[src/rtl/branch_exec_queue.sv]
// branch_exec_queue
// Branch/jump execution unit with an in-order result queue feeding the CDB.
// An accepted issue is resolved combinationally (direction, target, link
// value, misprediction) and the finished result is stored at the queue tail.
// The head entry is presented on out_* until the CDB arbiter grants it.
//
// Handshake semantics (single place): an issue transfers on a rising edge
// when in_valid && in_ready && rdy_in; a result transfers on a rising edge
// when out_valid && cdb_grant && rdy_in. in_ready/out_valid never depend on
// in_valid/cdb_grant, so no combinational loop exists through either side.
//
// Optional feature macro: BRANCH_STATS_EN enables the 32-bit branch and
// misprediction event counters; without it the stat ports read constant 0.
module branch_exec_queue #(
    parameter int XLEN  = 32,
    parameter int TAG_W = 4,
    parameter int OP_W  = 6,
    parameter int DEPTH = 4,
    // Opcode encodings of the branch/jump class
    parameter logic [OP_W-1:0] OP_JAL  = OP_W'(1),
    parameter logic [OP_W-1:0] OP_JALR = OP_W'(2),
    parameter logic [OP_W-1:0] OP_BEQ  = OP_W'(3),
    parameter logic [OP_W-1:0] OP_BNE  = OP_W'(4),
    parameter logic [OP_W-1:0] OP_BLT  = OP_W'(5),
    parameter logic [OP_W-1:0] OP_BGE  = OP_W'(6),
    parameter logic [OP_W-1:0] OP_BLTU = OP_W'(7),
    parameter logic [OP_W-1:0] OP_BGEU = OP_W'(8)
) (
    input  logic             clk_in,
    input  logic             rst_in,
    input  logic             rdy_in,
    input  logic             in_valid,
    output logic             in_ready,
    input  logic [OP_W-1:0]  in_op,
    input  logic [XLEN-1:0]  in_reg1,
    input  logic [XLEN-1:0]  in_reg2,
    input  logic [XLEN-1:0]  in_imm,
    input  logic [XLEN-1:0]  in_pc,
    input  logic [TAG_W-1:0] in_tag,
    input  logic             in_pred_taken,
    input  logic [XLEN-1:0]  in_pred_pc,
    input  logic             flush,
    output logic             out_valid,
    input  logic             cdb_grant,
    output logic [TAG_W-1:0] out_tag,
    output logic             out_jump,
    output logic [XLEN-1:0]  out_pc,
    output logic [XLEN-1:0]  out_orig_pc,
    output logic [XLEN-1:0]  out_data,
    output logic             out_mispredict,
    output logic [31:0]      stat_branches,
    output logic [31:0]      stat_mispredicts
);

    localparam int PTR_W = (DEPTH > 1) ? $clog2(DEPTH) : 1;
    localparam int CNT_W = PTR_W + 1;

    typedef struct packed {
        logic [TAG_W-1:0] tag;
        logic             jump;
        logic [XLEN-1:0]  pc;
        logic [XLEN-1:0]  orig_pc;
        logic [XLEN-1:0]  data;
        logic             mispredict;
    } entry_t;

    entry_t           r_mem [DEPTH];
    logic [PTR_W-1:0] r_head;
    logic [PTR_W-1:0] r_tail;
    logic [CNT_W-1:0] r_count;

    logic             w_known;
    logic             w_jump;
    logic [XLEN-1:0]  w_target;
    logic [XLEN-1:0]  w_data;
    logic [XLEN-1:0]  w_pc_plus4;
    logic [XLEN-1:0]  w_pc_imm;
    logic [XLEN-1:0]  w_reg_imm;
    entry_t           w_entry;
    entry_t           w_head;
    logic             w_push;
    logic             w_pop;
    logic             w_flush;

    assign w_pc_plus4 = in_pc + XLEN'(4);
    assign w_pc_imm   = in_pc + in_imm;
    assign w_reg_imm  = in_reg1 + in_imm;

    // Resolve the incoming branch/jump: direction, target and link value
    always_comb begin
        w_known  = 1'b1;
        w_jump   = 1'b0;
        w_target = w_pc_imm;
        w_data   = '0;
        case (in_op)
            OP_BEQ:  w_jump = (in_reg1 == in_reg2);
            OP_BNE:  w_jump = (in_reg1 != in_reg2);
            OP_BLT:  w_jump = ($signed(in_reg1) < $signed(in_reg2));
            OP_BGE:  w_jump = ($signed(in_reg1) >= $signed(in_reg2));
            OP_BLTU: w_jump = (in_reg1 < in_reg2);
            OP_BGEU: w_jump = (in_reg1 >= in_reg2);
            OP_JAL: begin
                w_jump = 1'b1;
                w_data = w_pc_plus4;
            end
            OP_JALR: begin
                w_jump   = 1'b1;
                w_target = {w_reg_imm[XLEN-1:1], 1'b0};
                w_data   = w_pc_plus4;
            end
            default: w_known = 1'b0;
        endcase
    end

    // Assemble the finished result that gets written at the tail
    always_comb begin
        w_entry.tag        = in_tag;
        w_entry.jump       = w_jump;
        w_entry.pc         = w_jump ? w_target : w_pc_plus4;
        w_entry.orig_pc    = in_pc;
        w_entry.data       = w_data;
        w_entry.mispredict = (w_jump != in_pred_taken) ||
                             (w_jump && (w_target != in_pred_pc));
    end

    // Ready is withheld during reset and during a flush cycle
    assign in_ready  = !rst_in && !flush && (r_count < CNT_W'(DEPTH));
    assign out_valid = (r_count != '0);
    assign w_flush   = flush && rdy_in;
    // Unknown opcodes complete the handshake but never occupy an entry
    assign w_push    = in_valid && in_ready && rdy_in && w_known;
    assign w_pop     = out_valid && cdb_grant && rdy_in && !flush;

    // Pointer and occupancy bookkeeping; flush wins over push and pop
    always_ff @(posedge clk_in or posedge rst_in) begin
        if (rst_in) begin
            r_head  <= '0;
            r_tail  <= '0;
            r_count <= '0;
        end else if (w_flush) begin
            r_head  <= '0;
            r_tail  <= '0;
            r_count <= '0;
        end else begin
            if (w_push) r_tail <= r_tail + PTR_W'(1);
            if (w_pop)  r_head <= r_head + PTR_W'(1);
            case ({w_push, w_pop})
                2'b10:   r_count <= r_count + CNT_W'(1);
                2'b01:   r_count <= r_count - CNT_W'(1);
                default: r_count <= r_count;
            endcase
        end
    end

    // Result storage; contents are only observed while counted as occupied
    always_ff @(posedge clk_in) begin
        if (w_push) r_mem[r_tail] <= w_entry;
    end

    assign w_head = r_mem[r_head];

    // Head fields are forced to zero whenever the queue is empty
    always_comb begin
        out_tag        = '0;
        out_jump       = 1'b0;
        out_pc         = '0;
        out_orig_pc    = '0;
        out_data       = '0;
        out_mispredict = 1'b0;
        if (out_valid) begin
            out_tag        = w_head.tag;
            out_jump       = w_head.jump;
            out_pc         = w_head.pc;
            out_orig_pc    = w_head.orig_pc;
            out_data       = w_head.data;
            out_mispredict = w_head.mispredict;
        end
    end

`ifdef BRANCH_STATS_EN
    logic [31:0] r_stat_branches;
    logic [31:0] r_stat_mispredicts;

    // Count results that actually leave on the CDB (flushed heads excluded)
    always_ff @(posedge clk_in or posedge rst_in) begin
        if (rst_in) begin
            r_stat_branches    <= '0;
            r_stat_mispredicts <= '0;
        end else if (w_pop) begin
            r_stat_branches <= r_stat_branches + 32'd1;
            if (w_head.mispredict) r_stat_mispredicts <= r_stat_mispredicts + 32'd1;
        end
    end

    assign stat_branches    = r_stat_branches;
    assign stat_mispredicts = r_stat_mispredicts;
`else
    assign stat_branches    = 32'd0;
    assign stat_mispredicts = 32'd0;
`endif

endmodule

[config.mk]
export PLATFORM = sky130hd
export DESIGN_NAME = branch_exec_queue
export DESIGN_NICKNAME = d
export VERILOG_FILES = /design/src/rtl/branch_exec_queue.sv
export SDC_FILE = /design/constraint.sdc
export NUM_CORES = 1
export LEC_CHECK = 0
export BUFFER_PORTS_ARGS = -buffer_cell sky130_fd_sc_hd__buf_2
export CAP_MARGIN = 10
export CORE_MARGIN = 2
export CORE_UTILIZATION = 51
export CTS_BUF_LIST = sky130_fd_sc_hd__clkbuf_2 sky130_fd_sc_hd__clkbuf_4 sky130_fd_sc_hd__clkbuf_8
export DETAILED_ROUTE_END_ITERATION = 8
export MAX_ROUTING_LAYER = met4
export PLACE_DENSITY = 0.73
export SETUP_SLACK_MARGIN = 0.15
export SKIP_CTS_REPAIR_TIMING = 1
export SLEW_MARGIN = 20
export SYNTH_ARGS = -nofsm -noshare
export SYNTH_HDL_FRONTEND = slang
export SYNTH_SLANG_ARGS = --single-unit
[constraint.sdc]
create_clock -name clk_in -period 9.95 [get_ports clk_in]
set_input_delay 0 -clock clk_in [delete_from_list [all_inputs] [get_ports clk_in]]
set_output_delay 0 -clock clk_in [all_outputs]
set_load 0.005 [all_outputs]
# Word level (Yosys, flattened, before mapping)
# Memories as Yosys holds them, arrays and structs flattened.
# Index checks and enable logic that the tools add are counted.
[totals]
ram_bits = 408
latch_bits = 0
register_bits = 7
romBits = 0
memories = 1
[op_classes]
reduce_logical = 19
n_shift = 0
muxes = 19
bitwise_logic = 0
div_mod_pow = 0
mul = 0
n_lt_le_gt_ge = 5
n_addsub = 7
n_eq_ne = 14
[mem_list]
columns = ["memory", "depth", "word_bits", "read_ports", "rd_clocked_by_memory_dff", "write_ports", "line", "text"]
rows = [
  ["r_mem", 4, 102, 1, 0, 1, "67", "entry_t r_mem [DEPTH];"],
]
[op_table]
columns = ["cell", "count"]
rows = [
  ["$mux 32", 6],
  ["$add 32x32->32", 2],
  ["$ge 32x32->1", 2],
  ["$lt 32x32->1", 2],
  ["$ne 32x32->1", 2],
  ["$add 32x3->32 const B", 1],
  ["$eq 32x32->1", 1],
  ["$eq 6x3->1 const B", 4],
  ["$eq 6x2->1 const B", 2],
  ["$logic_and 1x1->1", 10],
  ["$mux 2", 4],
  ["$reduce_or 8->1", 1],
  ["$pmux 1 s7", 1],
  ["$eq 6x1->1 const B", 1],
  ["$eq 6x4->1 const B", 1],
  ["$pmux 3 s2", 1],
  ["$reduce_bool 3->1", 2],
  ["$mux 1", 5],
  ["$add 2x1->2 const B", 2],
  ["$mux 4", 1],
  ["$reduce_bool 2->1", 2],
  ["$add 3x1->3 const B", 1],
  ["$lt 3x3->1 const B", 1],
  ["$mux 3", 1],
  ["7 further kinds", 8],
]

# Longest topological paths before layout
# Gate-level depths: netlist (run 1).
[depth]
depth_word = 9
ltp_mapped = 13
ltp_nobuf = 13

# Least setup slack after synthesis (run 1)
# OpenSTA, ideal clock, no wires.
[synth_timing]
path_kind = "register -> register"
start = "register r_count[2]"
end = "memory r_mem[0][0] (netlist name), enable pin"
t_required_ps = 9478
arrival_ps = 3542
stages_incl_launch_ff = 5
path_slack_ps = 5935
n_path_buf = 0
path_cell_list = "dfrtp_1 > nor3_1 > nand4_1 > nor2_1 > and2_1"
[synth_via]
elab_chain_len = 7
[synth_lines]
columns = ["element", "line", "text"]
rows = [
  ["start: declaration", "70", "logic [CNT_W-1:0] r_count;"],
  ["start signal: assignment", "148", "2'b10: r_count <= r_count + CNT_W'(1);"],
  ["start signal: assignment", "149", "2'b01: r_count <= r_count - CNT_W'(1);"],
  ["start signal: assignment", "150", "default: r_count <= r_count;"],
  ["$lt 3x3->1", "127", "assign in_ready = !rst_in && !flush && (r_count < CNT_W'(DEPTH));"],
  ["$logic_and 1x1->1", "127", ""],
  ["via in_ready", "33", "output logic in_ready,"],
  ["$logic_and 1x1->1 (3 in a row)", "131", "assign w_push = in_valid && in_ready && rdy_in && w_known;"],
  ["$mux 1", "157", "if (w_push) r_mem[r_tail] <= w_entry;"],
  ["$mux 1 (not written as such)", "157", ""],
  ["end: declaration", "67", ""],
]
# The timed path passes the listed nets, and every way through them passes these cells.

==> results of run 1 <==
## layer usage
layer  up-vias  global-route usage  share of wire
li1       7442                   -              -
met1      8038               0.377           0.42
met2       776               0.417           0.46
met3       101              0.0523          0.086
met4         0              0.0979          0.026
met5         -                   -              0
## area by class of cell
cell class | instances | area, sq um | area share
Clock inverter | 20 | 203 | 0.00760
Timing Repair Buffer | 334 | 1920 | 0.0719
Sequential cell | 415 | 12400 | 0.466
Multi-Input combinational cell | 1240 | 9970 | 0.374
Clock buffer | 95 | 1140 | 0.0429
Antenna cell | 4 | 10.0 | 0.000375
Inverter | 63 | 236 | 0.00887
Tap cell | 600 | 751 | 0.0282
## placed cells by master, fill, tap and decap left out, types with 7 or more instances in the layout
cell | netlist | final
edfxtp_1 | 408 | 408
buf_2 | 12 | 280
and2_1 | 118 | 114
nor2_1 | 106 | 105
mux4_2 | 102 | 102
ha_1 | 98 | 98
nand2_1 | 94 | 94
a21oi_1 | 94 | 94
clkbuf_8 | 0 | 69
o21ai_0 | 68 | 68
conb_1 | 1 | 64
inv_1 | 63 | 62
xnor2_1 | 56 | 56
xor2_1 | 49 | 49
nand3_1 | 43 | 43
dlygate4sd3_1 | 0 | 43
nand4_1 | 36 | 36
nor3_1 | 29 | 29
mux2i_1 | 27 | 27
clkbuf_4 | 0 | 26
a21o_1 | 23 | 23
and3_1 | 18 | 18
a211oi_1 | 17 | 17
o211ai_1 | 16 | 16
o21a_1 | 13 | 13
or3_1 | 12 | 12
a31oi_1 | 12 | 12
buf_4 | 64 | 10
nand2b_1 | 7 | 7
o22ai_1 | 7 | 7
## state kept, by name, indices dropped and copies added, names as in the netlist
name and flops:
r_mem 408, r_count 3, r_head 2, r_tail 2
## kinds of logic (layout without fill, tap and decap cells)
group	Yosys count	after routing	synth area share
compound gates	328	328	0.0943
xor+xnor	107	107	0.0416
fa+ha+maj	101	101	0.0554
buf+inv	213	512	0.0458
flops	415	415	0.536
mux	133	133	0.113
other cells	1	68	0.000162
simple gates	507	507	0.115
## power by group through the flow
| stage | sequential (mW) | clock (mW) | combinational, mW |
|---|---|---|---|
| after detailed placement | 2.00 | 0 | 1.35 |
| after floorplan | 1.97 | 0 | 0.856 |
| after CTS | 1.96 | 1.50 | 1.35 |
| after global routing | 1.97 | 1.58 | 1.47 |
| after global placement | 2.00 | 0 | 1.34 |
| final | 1.96 | 1.48 | 1.36 |
## worst max-delay path by stage
| stage | start | to | depth (start not counted) |
|---|---|---|---|
| floorplan | r_count[2] | r_mem[0][0] | 4 |
| global placement | in_reg1[31] | r_mem[0][0] | 13 |
| detailed placement | in_reg1[31] | r_mem[2][0] | 14 |
| CTS | in_reg1[31] | r_mem[3][0] | 14 |
| global route | in_pc[11] | r_mem[1][0] | 14 |
| finish | in_pc[0] | r_mem[3][0] | 15 |
## worst max-delay path, cell delays in order
cell,delay (ns)
dlygate4sd3_1,0.54
buf_2,0.20
ha_1,0.23
fa_1,0.40
a21o_1,0.22
a221oi_2,0.46
o221a_4,0.34
o21ai_0,0.13
xnor2_1,0.27
xnor2_1,0.10
a211oi_1,0.34
o2111ai_1,0.15
or4_1,0.54
nor4_1,0.44
nor2_1,0.14
## stage by stage
step                      utilization  instances
after detailed placement        0.550       2609
after global placement          0.550       2609
final                           0.590       2771
after floorplan                     -       1868
after global routing            0.590       2770
after CTS                       0.580       2724
==> reports/results.ini, run 1 <==
[drt]
ant_nets = 0
drtPass1Iterations = 6
wl_per_cell_um = 23.3
vias = 16400
drtIter0Drc = 1599
routed_wl_mm = 64.5
drc = 0
via_per_inst = 5.90

[logic_synthesis]
ys_async_sr_fraction = 0.0169
avgSynthCellArea_sq_um = 12.9
syn_area_sq_um = 23200
synth_cell_type_count = 80
synth_flop_cell = edfxtp_1
syn_inst = 1805
synth_seq_cells = 415
yosysSeqAreaShare = 0.536
yosys_warnings = 0
yosysTopAreaCell = edfxtp_1
yosysMostFrequentCell = edfxtp_1
synth_edf_count = 408
yosysTopAreaCellShare = 0.528
synth_area_leaders = edfxtp_1 (53%), mux4_2 (9.9%), ha_1 (5.3%), and2_1 (3.2%), xnor2_1 (2.1%)
netlist_top_cells_count = edfxtp_1 (408), and2_1 (118), nor2_1 (106)

[floorplan]
initial_core_util = 0.513
fp.dieArea_sq_um = 47200
io_pins = 345
die_width_um = 217
core_region_area_sq_um = 45200
die_h_um = 217
fp-row-count = 78

[min_path]
hold_path_depth = 5
min_path_type = primary input to flip-flop
worstHoldEndpoint = r_count[1]
min_from = in_valid

[sta]
final.setup.tns_ns = 0
finalClockSkew_ns = 0.0257
fin_hold_ws_ns = -0.0579
setup_viol = 0
fin_ws_ns = 5.76
tightest_slew_ns = 0.977
min_period_over_period = 0.422
slew_viol_final = 0
max_slew_margin = 0.349
max_freq_mhz = 238
final_hold_viol_count = 3
rsz0062_at_grt = no
period_needed_ns = 4.19

[pwr]
p_sw_mw = 1.42
p_leak_nw = 9.94
p_per_area_nw_per_um2 = 180
share_seq_of_total_power = 0.409
p_sw_frac = 0.296
p_int_mw = 3.38
ir_worst_vdd_uv = 145
pwr-share-clk = 0.309
total_power_mw = 4.80
combPwrFrac = 0.283

[placement]
dp_hpwl_mm = 46.2
gp_congestion = 0.928
port_buffers = 280
place_area_sq_um = 24900
dp_slack_ns = 5.56

[clocking]
cts-root-buf = clkbuf_8
h-tree-depth = 3
clock_path_buffers = 3
clk_pin_slew_ns = 0.06
clock-sinks = 415
cts_tree = done
clock_latency_ns = 0.61
numCtsBuffers = 67

[setup_path]
cp.arrival_ns = 4.51
rr_endpoint = r_mem[1][54]
crit_type = primary input to flip-flop
required_ns = 10.27
critPathCaptureType = flip-flop
rr_worst_depth = 5
cp_max_fo = 6
rrSetupSlack_ns = 6.65
r2r_start = r_count[2]
startpoint_type = primary input

[finish]
design_area_sq_um = 26700
syn2layout_area_growth_pct = 14.9
drive_above_1_share = 0.247
fillers = 3591
nNetsFinal = 2399

[global_routing]
antenna_found_initial = 5
grt_pass1_vias = 15500
grt_pass1_wl_mm = 93.7
grt_max_degree = 74
overflow = 0
grt_use_total = 0.276

[status]
outcome = finished with violations
violations = hold timing

[run]
cap_viol_max_count = 0

Note: power is estimated with default switching activity, not from simulation.
==> inputs of run 2 (changes only) <==
--- a/config.mk
+++ b/config.mk
@@ -5,6 +5,7 @@
 export SDC_FILE = /design/constraint.sdc
 export NUM_CORES = 1
 export LEC_CHECK = 0
+export ABC_AREA = 1
 export BUFFER_PORTS_ARGS = -buffer_cell sky130_fd_sc_hd__buf_2
 export CAP_MARGIN = 10
 export CORE_MARGIN = 2
@@ -12,7 +13,7 @@
 export CTS_BUF_LIST = sky130_fd_sc_hd__clkbuf_2 sky130_fd_sc_hd__clkbuf_4 sky130_fd_sc_hd__clkbuf_8
 export DETAILED_ROUTE_END_ITERATION = 8
 export MAX_ROUTING_LAYER = met4
-export PLACE_DENSITY = 0.73
+export PLACE_DENSITY = 0.72
 export SETUP_SLACK_MARGIN = 0.15
 export SKIP_CTS_REPAIR_TIMING = 1
 export SLEW_MARGIN = 20
==> constraint.sdc (replaced) <==
create_clock -name clk_in -period 4.2 [get_ports clk_in]
set_input_delay 0 -clock clk_in [delete_from_list [all_inputs] [get_ports clk_in]]
set_output_delay 0 -clock clk_in [all_outputs]
set_load 0.005 [all_outputs]
==> run 2 against run 1 <==
Against the previous run: the flow now finishes without violations; sequential power up 130%; wire length up 18%; area after synthesis up 6.1%; utilization down 0.33 points; die area up 6.0%; critical endpoint is now out_jump.
==> reports/results.ini, run 2 <==
[status]
outcome = complete, no violations

[logic_synthesis]
syn_area_sq_um = 24600  ; +6.1%
yosys_warnings = 0  ; unchanged
synth_area_leaders = edfxtp_1 (50%), nand2_1 (9.4%), nor2_1 (8.7%), inv_1 (5.2%), ha_1 (5.0%)
syn_inst = 2994  ; +66%
yosysMostFrequentCell = nand2_1
ys_async_sr_fraction = 0.0169  ; unchanged
yosysTopAreaCell = edfxtp_1
netlist_top_cells_count = nand2_1 (618), nor2_1 (571), edfxtp_1 (408)
yosysTopAreaCellShare = 0.498  ; -0.0304
synth_edf_count = 408  ; unchanged
yosysSeqAreaShare = 0.505  ; -0.0308
synth_cell_type_count = 45  ; -44%
avgSynthCellArea_sq_um = 8.22  ; -36%
synth_flop_cell = edfxtp_1
synth_seq_cells = 415  ; unchanged

[run]
cap_viol_max_count = 0  ; unchanged

[pwr]
share_seq_of_total_power = 0.492  ; +0.083
p_per_area_nw_per_um2 = 332  ; +84%
ir_worst_vdd_uv = 208  ; +43%
p_sw_mw = 2.62  ; +84%
p_int_mw = 6.66  ; +97%
p_sw_frac = 0.282  ; -0.0144
p_leak_nw = 12.6  ; +27%
combPwrFrac = 0.184  ; -0.099
pwr-share-clk = 0.323  ; +0.014
total_power_mw = 9.28  ; +93%

[sta]
final.setup.tns_ns = 0  ; unchanged
slew_viol_final = 0  ; unchanged
fin_hold_ws_ns = 0.00856  ; +0.0664 ns
tightest_slew_ns = 1.02  ; +0.0398 ns
rsz0062_at_grt = no
finalClockSkew_ns = 0.0120  ; -0.0138 ns
max_freq_mhz = 293
setup_viol = 0  ; unchanged
fin_ws_ns = 0.784  ; -4.97 ns
final_hold_viol_count = 0  ; -3
period_needed_ns = 3.42
min_period_over_period = 0.813
max_slew_margin = 0.322  ; -0.0265

[placement]
place_area_sq_um = 26400  ; +6.3%
dp_slack_ns = 0.860  ; -4.70 ns
gp_congestion = 0.947  ; +2.0%
dp_hpwl_mm = 55.4  ; +20%
dp_cells = 3812  ; +46%
port_buffers = 280  ; unchanged

[min_path]
min_path_type = primary input to flip-flop

[clocking]
numCtsBuffers = 58  ; -13%
h-tree-depth = 2  ; -1
clk_pin_slew_ns = 0.06  ; about the same
cts-root-buf = clkbuf_8
clock_path_buffers = 3  ; unchanged
cts_tree = done
clock-sinks = 415  ; unchanged
clock_latency_ns = 0.61  ; about the same

[global_routing]
grt_max_degree = 208  ; +180%
overflow = 0  ; unchanged
grt_use_total = 0.306  ; +0.0303
antenna_found_initial = 1  ; -4
grt_pass1_wl_mm = 114  ; +21%
grt_pass1_vias = 19900  ; +29%

[drt]
wl_per_cell_um = 19.3  ; -17%
routed_wl_mm = 76.4  ; +18%
ant_nets = 0  ; unchanged
drc = 0  ; unchanged
vias = 21500  ; +31%
drtIter0Drc = 2146  ; +34%
via_per_inst = 5.43  ; -8.0%
drtPass1Iterations = 6  ; unchanged

[floorplan]
fp.dieArea_sq_um = 50000  ; +6.0%
die_width_um = 224  ; +3.0%
initial_core_util = 0.517  ; +0.00322
die_h_um = 224  ; +3.0%
io_pins = 345  ; unchanged
fp-row-count = 80  ; +2.6%
core_region_area_sq_um = 47600  ; +5.4%

[finish]
top_regs = r_mem: 408 flops, r_count: 3 flops
nNetsFinal = 3579  ; +49%
syn2layout_area_growth_pct = 13.6
most-common-layout-cells = nand2_1 (618), nor2_1 (567), edfxtp_1 (408)
top_register = r_mem
final_common_cell = nand2_1
fillers = 4236  ; +18%
fin_cells = 3954  ; +43%
largest_reg_flops = 408  ; unchanged
n_antenna_cell = 0  ; -4
design_area_sq_um = 28000  ; +4.9%
drive_above_1_share = 0.128  ; -0.119
regArea_sq_um = 12400  ; unchanged
final_util = 0.587  ; -0.00331
multiInputGateArea_sq_um = 10300  ; +3.1%

[setup_path]
crit_type = flip-flop to output pin
crit_buf_inv = 3  ; +1
critPathCaptureType = output pin
cp_max_fo = 48  ; +42
cp_slowest_stage_delay_ns = 0.84  ; +0.30 ns
cpLargestDelayFamily = buffers and inverters
cp_slowest_cell = clkinv_2
cp_cell_sequence = clkinv_2 > buf_4 > nor2_1 > o21ai_0 > a21oi_1 > buf_2
startpoint_type = flip-flop
cp.arrival_ns = 3.42  ; -1.09 ns
required_ns = 4.20  ; -6.07 ns

## run 2: cell families after synthesis
kind of cell | share of synthesized area
DFF | 0.505
buffers and inverters | 0.0889
other | 0.000152
xor gates and xnor gates | 0.00925
adders and majority gates | 0.0522
and+or+nand+nor | 0.255
AOI/OAI and AO/OA | 0.0899
## run 2: per-layer routing
metal  track usage  share of wire  routed length (um)  vias to the layer above
li1              -              -                   -                    10400
met1         0.417           0.43               32700                    10100
met2         0.496           0.48               36500                      835
met3        0.0257          0.068                5200                      106
met4        0.0875          0.027                2050                        0
met5             -              0                   0                        -
## run 2: path summary, 6_finish.rpt
check	slack, ns	start	cells past startpoint	to
worst max-delay path	0.78	r_head[1]	6	out_jump
worst min-delay path	0.009	in_pred_taken	5	r_mem[0][0]
worst max register to register	1.52	r_count[2]	6	r_mem[0][36]
worst min register to register	0.59	r_count[0]	1	r_count[0]
max in group asynchronous	3.52	rst_in	4	r_head[1]
min in group asynchronous	0.44	rst_in	4	r_count[1]
## run 2: cell type report
class	count	area share
Clock buffer	81	0.0350
Multi-Input combinational cell	2137	0.367
Inverter	344	0.0463
Sequential cell	415	0.445
Tap cell	615	0.0275
Timing Repair Buffer	345	0.0751
Clock inverter	17	0.00389
## run 2: worst reg2reg max path: stages (launching register included)
cell	delay [ns]
dfrtp_1	0.45
nor3_1	0.26
nand2_1	0.08
nor2_1	0.16
nand2_1	0.29
nor2_4	0.71
buf_12	0.35
## run 2: power groups by stage
stage / registers, mW / logic [mW] / clock network (mW)
after floorplan: 4.65 / 1.09 / 0
after global routing: 4.57 / 1.91 / 3.20
after CTS: 4.57 / 1.66 / 3.03
after detailed placement: 4.66 / 1.66 / 0
after global placement: 4.66 / 1.63 / 0
final: 4.57 / 1.71 / 3.00
